`config.mk`:
```
export PLATFORM = sky130hd
export DESIGN_NAME = mem_port_arbiter
export DESIGN_NICKNAME = d
export VERILOG_FILES = /design/src/rtl/mips_mem_pkg.sv /design/src/rtl/sat_counter.sv /design/src/rtl/mem_port_arbiter.sv
export SDC_FILE = /design/constraint.sdc
export NUM_CORES = 1
export LEC_CHECK = 0
export CORE_AREA = 2 2 103 105
export CTS_BUF_LIST = sky130_fd_sc_hd__clkbuf_8
export CTS_CLUSTER_DIAMETER = 40
export CTS_CLUSTER_SIZE = 12
export DETAILED_ROUTE_END_ITERATION = 16
export DIE_AREA = 0 0 105 107
export GPL_ROUTABILITY_DRIVEN = 0
export PLACE_DENSITY = 0.9
export SYNTH_ARGS = -nofsm -noshare
export SYNTH_HDL_FRONTEND = slang
export SYNTH_SLANG_ARGS = --single-unit
```
`constraint.sdc`:
```
create_clock -name clk -period 1.7 [get_ports clk]
set_input_delay 0.51 -clock clk [delete_from_list [all_inputs] [get_ports clk]]
set_output_delay 0.51 -clock clk [all_outputs]
set_load 0.02 [all_outputs]
```
`src/rtl/mips_mem_pkg.sv`:
```
// Shared types and constants for the instruction/data memory port arbiter.
package mips_mem_pkg;

    localparam int ADDR_W_DEF = 32;
    localparam int DATA_W_DEF = 32;
    localparam int PERF_W     = 32;

    typedef enum logic [1:0] {
        ARB_IDLE,
        ARB_FETCH,
        ARB_DATA
    } arb_state_t;

    typedef enum logic {
        GRANT_FETCH,
        GRANT_DATA
    } grant_t;

endpackage

```
`src/rtl/sat_counter.sv`:
```
// Event counter that sticks at all-ones instead of wrapping.
module sat_counter #(
    parameter int WIDTH = 32
) (
    input  logic             clk,
    input  logic             reset_n,
    input  logic             inc,
    output logic [WIDTH-1:0] count
);

    always_ff @(posedge clk or negedge reset_n) begin
        if (!reset_n) begin
            count <= '0;
        end else if (inc && (count != '1)) begin
            count <= count + 1'b1;
        end
    end

endmodule

```
`src/rtl/mem_port_arbiter.sv`:
```
// Arbitrates one single-ported memory between instruction fetch and data access.
// Optional performance counters are built when ARB_PERF_CNT_EN is defined.
module mem_port_arbiter
    import mips_mem_pkg::*;
#(
    parameter int ADDR_W = ADDR_W_DEF,
    parameter int DATA_W = DATA_W_DEF
) (
    input  logic              clk,
    input  logic              reset_n,
    input  logic              if_req,
    input  logic [ADDR_W-1:0] if_addr,
    output logic [DATA_W-1:0] if_rdata,
    output logic              if_ready,
    input  logic              d_req,
    input  logic              d_we,
    input  logic [ADDR_W-1:0] d_addr,
    input  logic [DATA_W-1:0] d_wdata,
    output logic [DATA_W-1:0] d_rdata,
    output logic              d_ready,
    output logic              mem_req,
    output logic              mem_we,
    output logic [ADDR_W-1:0] mem_addr,
    output logic [DATA_W-1:0] mem_wdata,
    input  logic [DATA_W-1:0] mem_rdata,
    input  logic              mem_ack,
    output logic              stall
`ifdef ARB_PERF_CNT_EN
    ,
    output logic [PERF_W-1:0] perf_stall_cyc,
    output logic [PERF_W-1:0] perf_fetch_cnt,
    output logic [PERF_W-1:0] perf_data_cnt
`endif
);

    arb_state_t        state, state_nxt;
    grant_t            last_grant, grant_nxt;
    logic              req_nxt;
    logic              we_nxt;
    logic [ADDR_W-1:0] addr_nxt;
    logic [DATA_W-1:0] wdata_nxt;
    logic              data_wins;

    // Data wins unless it was served last and a fetch is also waiting.
    assign data_wins = d_req && (!if_req || (last_grant == GRANT_FETCH));

    always_comb begin
        state_nxt = state;
        grant_nxt = last_grant;
        req_nxt   = mem_req;
        we_nxt    = mem_we;
        addr_nxt  = mem_addr;
        wdata_nxt = mem_wdata;
        case (state)
            ARB_IDLE: begin
                if (data_wins) begin
                    state_nxt = ARB_DATA;
                    req_nxt   = 1'b1;
                    we_nxt    = d_we;
                    addr_nxt  = d_addr;
                    wdata_nxt = d_wdata;
                end else if (if_req) begin
                    state_nxt = ARB_FETCH;
                    req_nxt   = 1'b1;
                    we_nxt    = 1'b0;
                    addr_nxt  = if_addr;
                    wdata_nxt = '0;
                end
            end
            ARB_FETCH: begin
                if (mem_ack) begin
                    state_nxt = ARB_IDLE;
                    req_nxt   = 1'b0;
                    grant_nxt = GRANT_FETCH;
                end
            end
            ARB_DATA: begin
                if (mem_ack) begin
                    state_nxt = ARB_IDLE;
                    req_nxt   = 1'b0;
                    grant_nxt = GRANT_DATA;
                end
            end
            default: begin
                state_nxt = ARB_IDLE;
                req_nxt   = 1'b0;
            end
        endcase
    end

    always_ff @(posedge clk or negedge reset_n) begin
        if (!reset_n) begin
            state      <= ARB_IDLE;
            last_grant <= GRANT_DATA;
            mem_req    <= 1'b0;
            mem_we     <= 1'b0;
            mem_addr   <= '0;
            mem_wdata  <= '0;
        end else begin
            state      <= state_nxt;
            last_grant <= grant_nxt;
            mem_req    <= req_nxt;
            mem_we     <= we_nxt;
            mem_addr   <= addr_nxt;
            mem_wdata  <= wdata_nxt;
        end
    end

    // A withdrawn requester still lets the memory finish, but sees no ready.
    assign if_ready = (state == ARB_FETCH) && mem_ack && if_req;
    assign d_ready  = (state == ARB_DATA) && mem_ack && d_req;
    assign if_rdata = mem_rdata;
    assign d_rdata  = mem_rdata;
    assign stall    = (if_req && !if_ready) || (d_req && !d_ready);

`ifdef ARB_PERF_CNT_EN
    sat_counter #(.WIDTH(PERF_W)) u_stall_cnt (
        .clk     (clk),
        .reset_n (reset_n),
        .inc     (stall),
        .count   (perf_stall_cyc)
    );

    sat_counter #(.WIDTH(PERF_W)) u_fetch_cnt (
        .clk     (clk),
        .reset_n (reset_n),
        .inc     ((state == ARB_FETCH) && mem_ack),
        .count   (perf_fetch_cnt)
    );

    sat_counter #(.WIDTH(PERF_W)) u_data_cnt (
        .clk     (clk),
        .reset_n (reset_n),
        .inc     ((state == ARB_DATA) && mem_ack),
        .count   (perf_data_cnt)
    );
`endif

endmodule

```
==> out/metrics.cfg, run 1 <==
[sta]
fin_crit_sh = 1.13
clock.fmax_mhz = 523
report.final.setup_viol = 8
clock-skew-final_ns = 0.00870
timing.max_slew.rel_slack = 0.742
worstMarginPinSlew_ns = 0.387
hold_violations = 0
fin_hold_ws_ns = 0.166
finalWorstSetupSlack_ns = -0.213
layout_min_cycle_time_ns = 1.91
timing.final.max_slew_violations = 0
grt_setup_unrepaired = true

[clocking]
clockBufferDepth = 2
cts_root_buf = sky130_fd_sc_hd__clkbuf_8
tritoncts.num_buffers = 9
ctsHtreeMaxLevel = 3
insertion_delay_ns = 0.34
clkTransAtPathRegs_ns = 0.07
cts.sink_count = 69
cts_tree = done

[synthesis]
synth_compound_area_frac = 0.203
syn-mean-instance-area_sq_um = 9.78
synth_xor_xnor_area_share = 0
synth_seq_cells = 69
largest_family_of_logic_cells_by_synthesized_area = compound AO/OA/AOI/OAI gates
synth.area.mux_share = 0
synthesis.yosys.warnings = 0
synth_fp_nets = 482
sequential_element_share_of_the_synthesized_area = 0.512
syn-cell-area_sq_mm = 0.00337
synth-simple-area-share = 0.0931
synthAdderAreaFrac = 0.0111
ys_types = 25
postSynthCellCount = 345

[layout]
post_route_cells_drive_above_1_share = 0.198
finish.net_count = 608
layout_cell_area_excl_fill_sq_mm = 0.00543
final_cells = 611
antenna-diode-count = 0
commonest_cells_after_routing_fill_and_taps_aside = 98 x sky130_fd_sc_hd__clkdlybuf4s50_1, 68 x sky130_fd_sc_hd__dlygate4sd2_1, 68 x sky130_fd_sc_hd__dfrtp_1
layout.filler_cells = 897
area.growth.synth_to_final_pct = 60.8
layout.cells.most_common = sky130_fd_sc_hd__clkdlybuf4s50_1

[grt]
use_met2 = 0.308
grt_util_met1 = 0.198
via_count_of_the_first_global_routing_pass = 3069
globalRoute.busiestLayer = met2
grt_overall_usage = 0.177
overflow = 0
grt_util_met3 = 0.0565
largest_net_degree_at_the_start_of_global_routing = 70
grt_first_pass_wirelength_um = 15600
grt_antenna_before_repair = 0

[floorplan]
boundaryPins = 267
core.rowCount = 37
fp.dieH_um = 107
die_w_um = 105
start_util = 0.334
fp.coreArea_sq_mm = 0.0101
fp.dieArea_sq_mm = 0.0112

[place]
placed_cell_area_sq_mm = 0.00486
cell_count_after_placement = 580
detailed_place_hpwl_um = 7290
worst_slack_after_detailed_placement_ns = -0.718
buffers_on_ports = 170

[worst_setup_path]
setup.worst_path.start_class = flop
ff2ff_setup_slack_ns = -0.08
cp.arrival_ns = 1.40
rr_endpoint = mem_req
worstPathRequired_ns = 1.19
reg2reg_depth = 8
criticalPathCategory = flop to primary output
critical_path.reg2reg.startpoint = state[0]
worst-path-max-fanout = 3
critical_path.endpoint_type = primary output

[power_and_ir_drop]
powerDensity_mw_per_mm2 = 1810
ir_worst_vdd_mv = 0.965
static_leakage_nw = 2.47
total_power_mw = 9.81

[route]
number_of_optimization_iterations_in_the_first_detailed_route_pass = 6
detailroute.via_count = 3048
wire_per_inst_um = 18.3
ant_nets = 0
detail_route.iter0.violations = 208
route.detailed.drc = 0
routed_wirelength_um = 11200
drt-vias-per-instance = 4.99

[status]
failing_checks = negative setup slack
outcome = finished with violations

[worst_hold_path]
min_path_type = primary input to async pin

[job]
timing.max_cap.violations = 0

==> critical path, cell delays in order, from the launching register on <==
cell                      delay, ns
sky130_fd_sc_hd__dfrtp_1       0.42
sky130_fd_sc_hd__inv_2         0.09
sky130_fd_sc_hd__ha_4          0.14
sky130_fd_sc_hd__nand2_1       0.06
sky130_fd_sc_hd__a22o_1        0.22
sky130_fd_sc_hd__buf_6         0.13
==> what timing repair did <==
| item | CTS | global route |
|---|---|---|
| hold buffers | 0 | 0 |
| gates resized for setup | 91 | 41 |
| pin swaps | 2 | 57 |
| buffers inserted | 2 | 4 |
| setup endpoints to repair | 69 | 70 |
| cloned | 0 | 10 |
==> registers in the layout (all words and copies together) (netlist names) <==
signal / cells
mem_wdata: 32
state: 2
last_grant: 1
mem_req: 1
mem_addr: 32
mem_we: 1
==> cell families (layout without fill, tap and decap cells) <==
| kind of cell | after synthesis | count (layout) |
|---|---|---|
| AOI/OAI and AO/OA | 106 | 106 |
| adders and majority gates | 3 | 3 |
| buffers and inverters | 88 | 218 |
| DFF | 69 | 69 |
| and+or+nand+nor | 79 | 79 |
==> metrics by stage <==
stage	TNS [ns]	util
2_1_floorplan	0	-
3_3_place_gp	-16.72	0.481
3_5_place_dp	-21.14	0.481
4_1_cts	-0.577	0.496
5_1_grt	-2.70	0.538
6_report	-0.731	0.538
==> power breakdown <==
| group | total, mW | switching [mW] | leakage, nW | internal [mW] |
|---|---|---|---|---|
| clock network | 1.34 | 0.598 | 0.101 | 0.744 |
| registers | 2.95 | 0.470 | 0.837 | 2.48 |
| logic | 5.52 | 2.93 | 1.53 | 2.60 |
==> cells in the mapped netlist, drive strengths merged <==
master	number	area share
and2	1	0.0019
a21boi	1	0.0056
o22ai	1	0.0019
dfstp	1	0.0078
o22a	1	0.0026
clkbuf	6	0.0067
a22o	34	0.088
nor2b	2	0.0037
a21bo	1	0.0030
nand4b	1	0.0026
a21oi	65	0.096
and3	1	0.0019
o21ai	2	0.0030
nor2	35	0.039
dfrtp	68	0.50
o21a	1	0.0022
nand2b	1	0.0019
ha	3	0.011
buf	79	0.17
inv	3	0.0033
nand2	38	0.042
==> routing by layer <==
| metal | part of all wire | routed length, um |
|---|---|---|
| met5 | 0 | 0 |
| met1 | 0.39 | 4310 |
| met4 | 0.022 | 241 |
| met3 | 0.077 | 859 |
| met2 | 0.52 | 5750 |
==> how the worst max path moves through the flow <==
stage | start | endpoint | slack, ns | cells past startpoint
CTS | state[1] | stall | -0.23 | 5
detailed placement | mem_ack | stall | -0.72 | 4
finish | state[0] | stall | -0.21 | 5
global placement | mem_ack | stall | -0.65 | 4
global route | state[0] | stall | -0.28 | 5
floorplan | if_req | if_ready | 0.15 | 3
==> final cells by class <==
cell class / instances / area [sq um] / area share
Timing Repair Buffer: 200 / 2110 / 0.388
Sequential cell: 69 / 1730 / 0.318
Multi-Input combinational cell: 188 / 1210 / 0.223
Tap cell: 136 / 170 / 0.0314
Clock buffer: 11 / 151 / 0.0279
Clock inverter: 4 / 47.5 / 0.00876
Inverter: 3 / 11.3 / 0.00207
Note: power is estimated with default switching activity, not from simulation.
==> run 2, diff against run 1 <==
- HOLD_SLACK_MARGIN: not set -> 0.12
==> results of run 2 <==
Same layout as run 1: the final DEF is identical, and so are final timing and power.
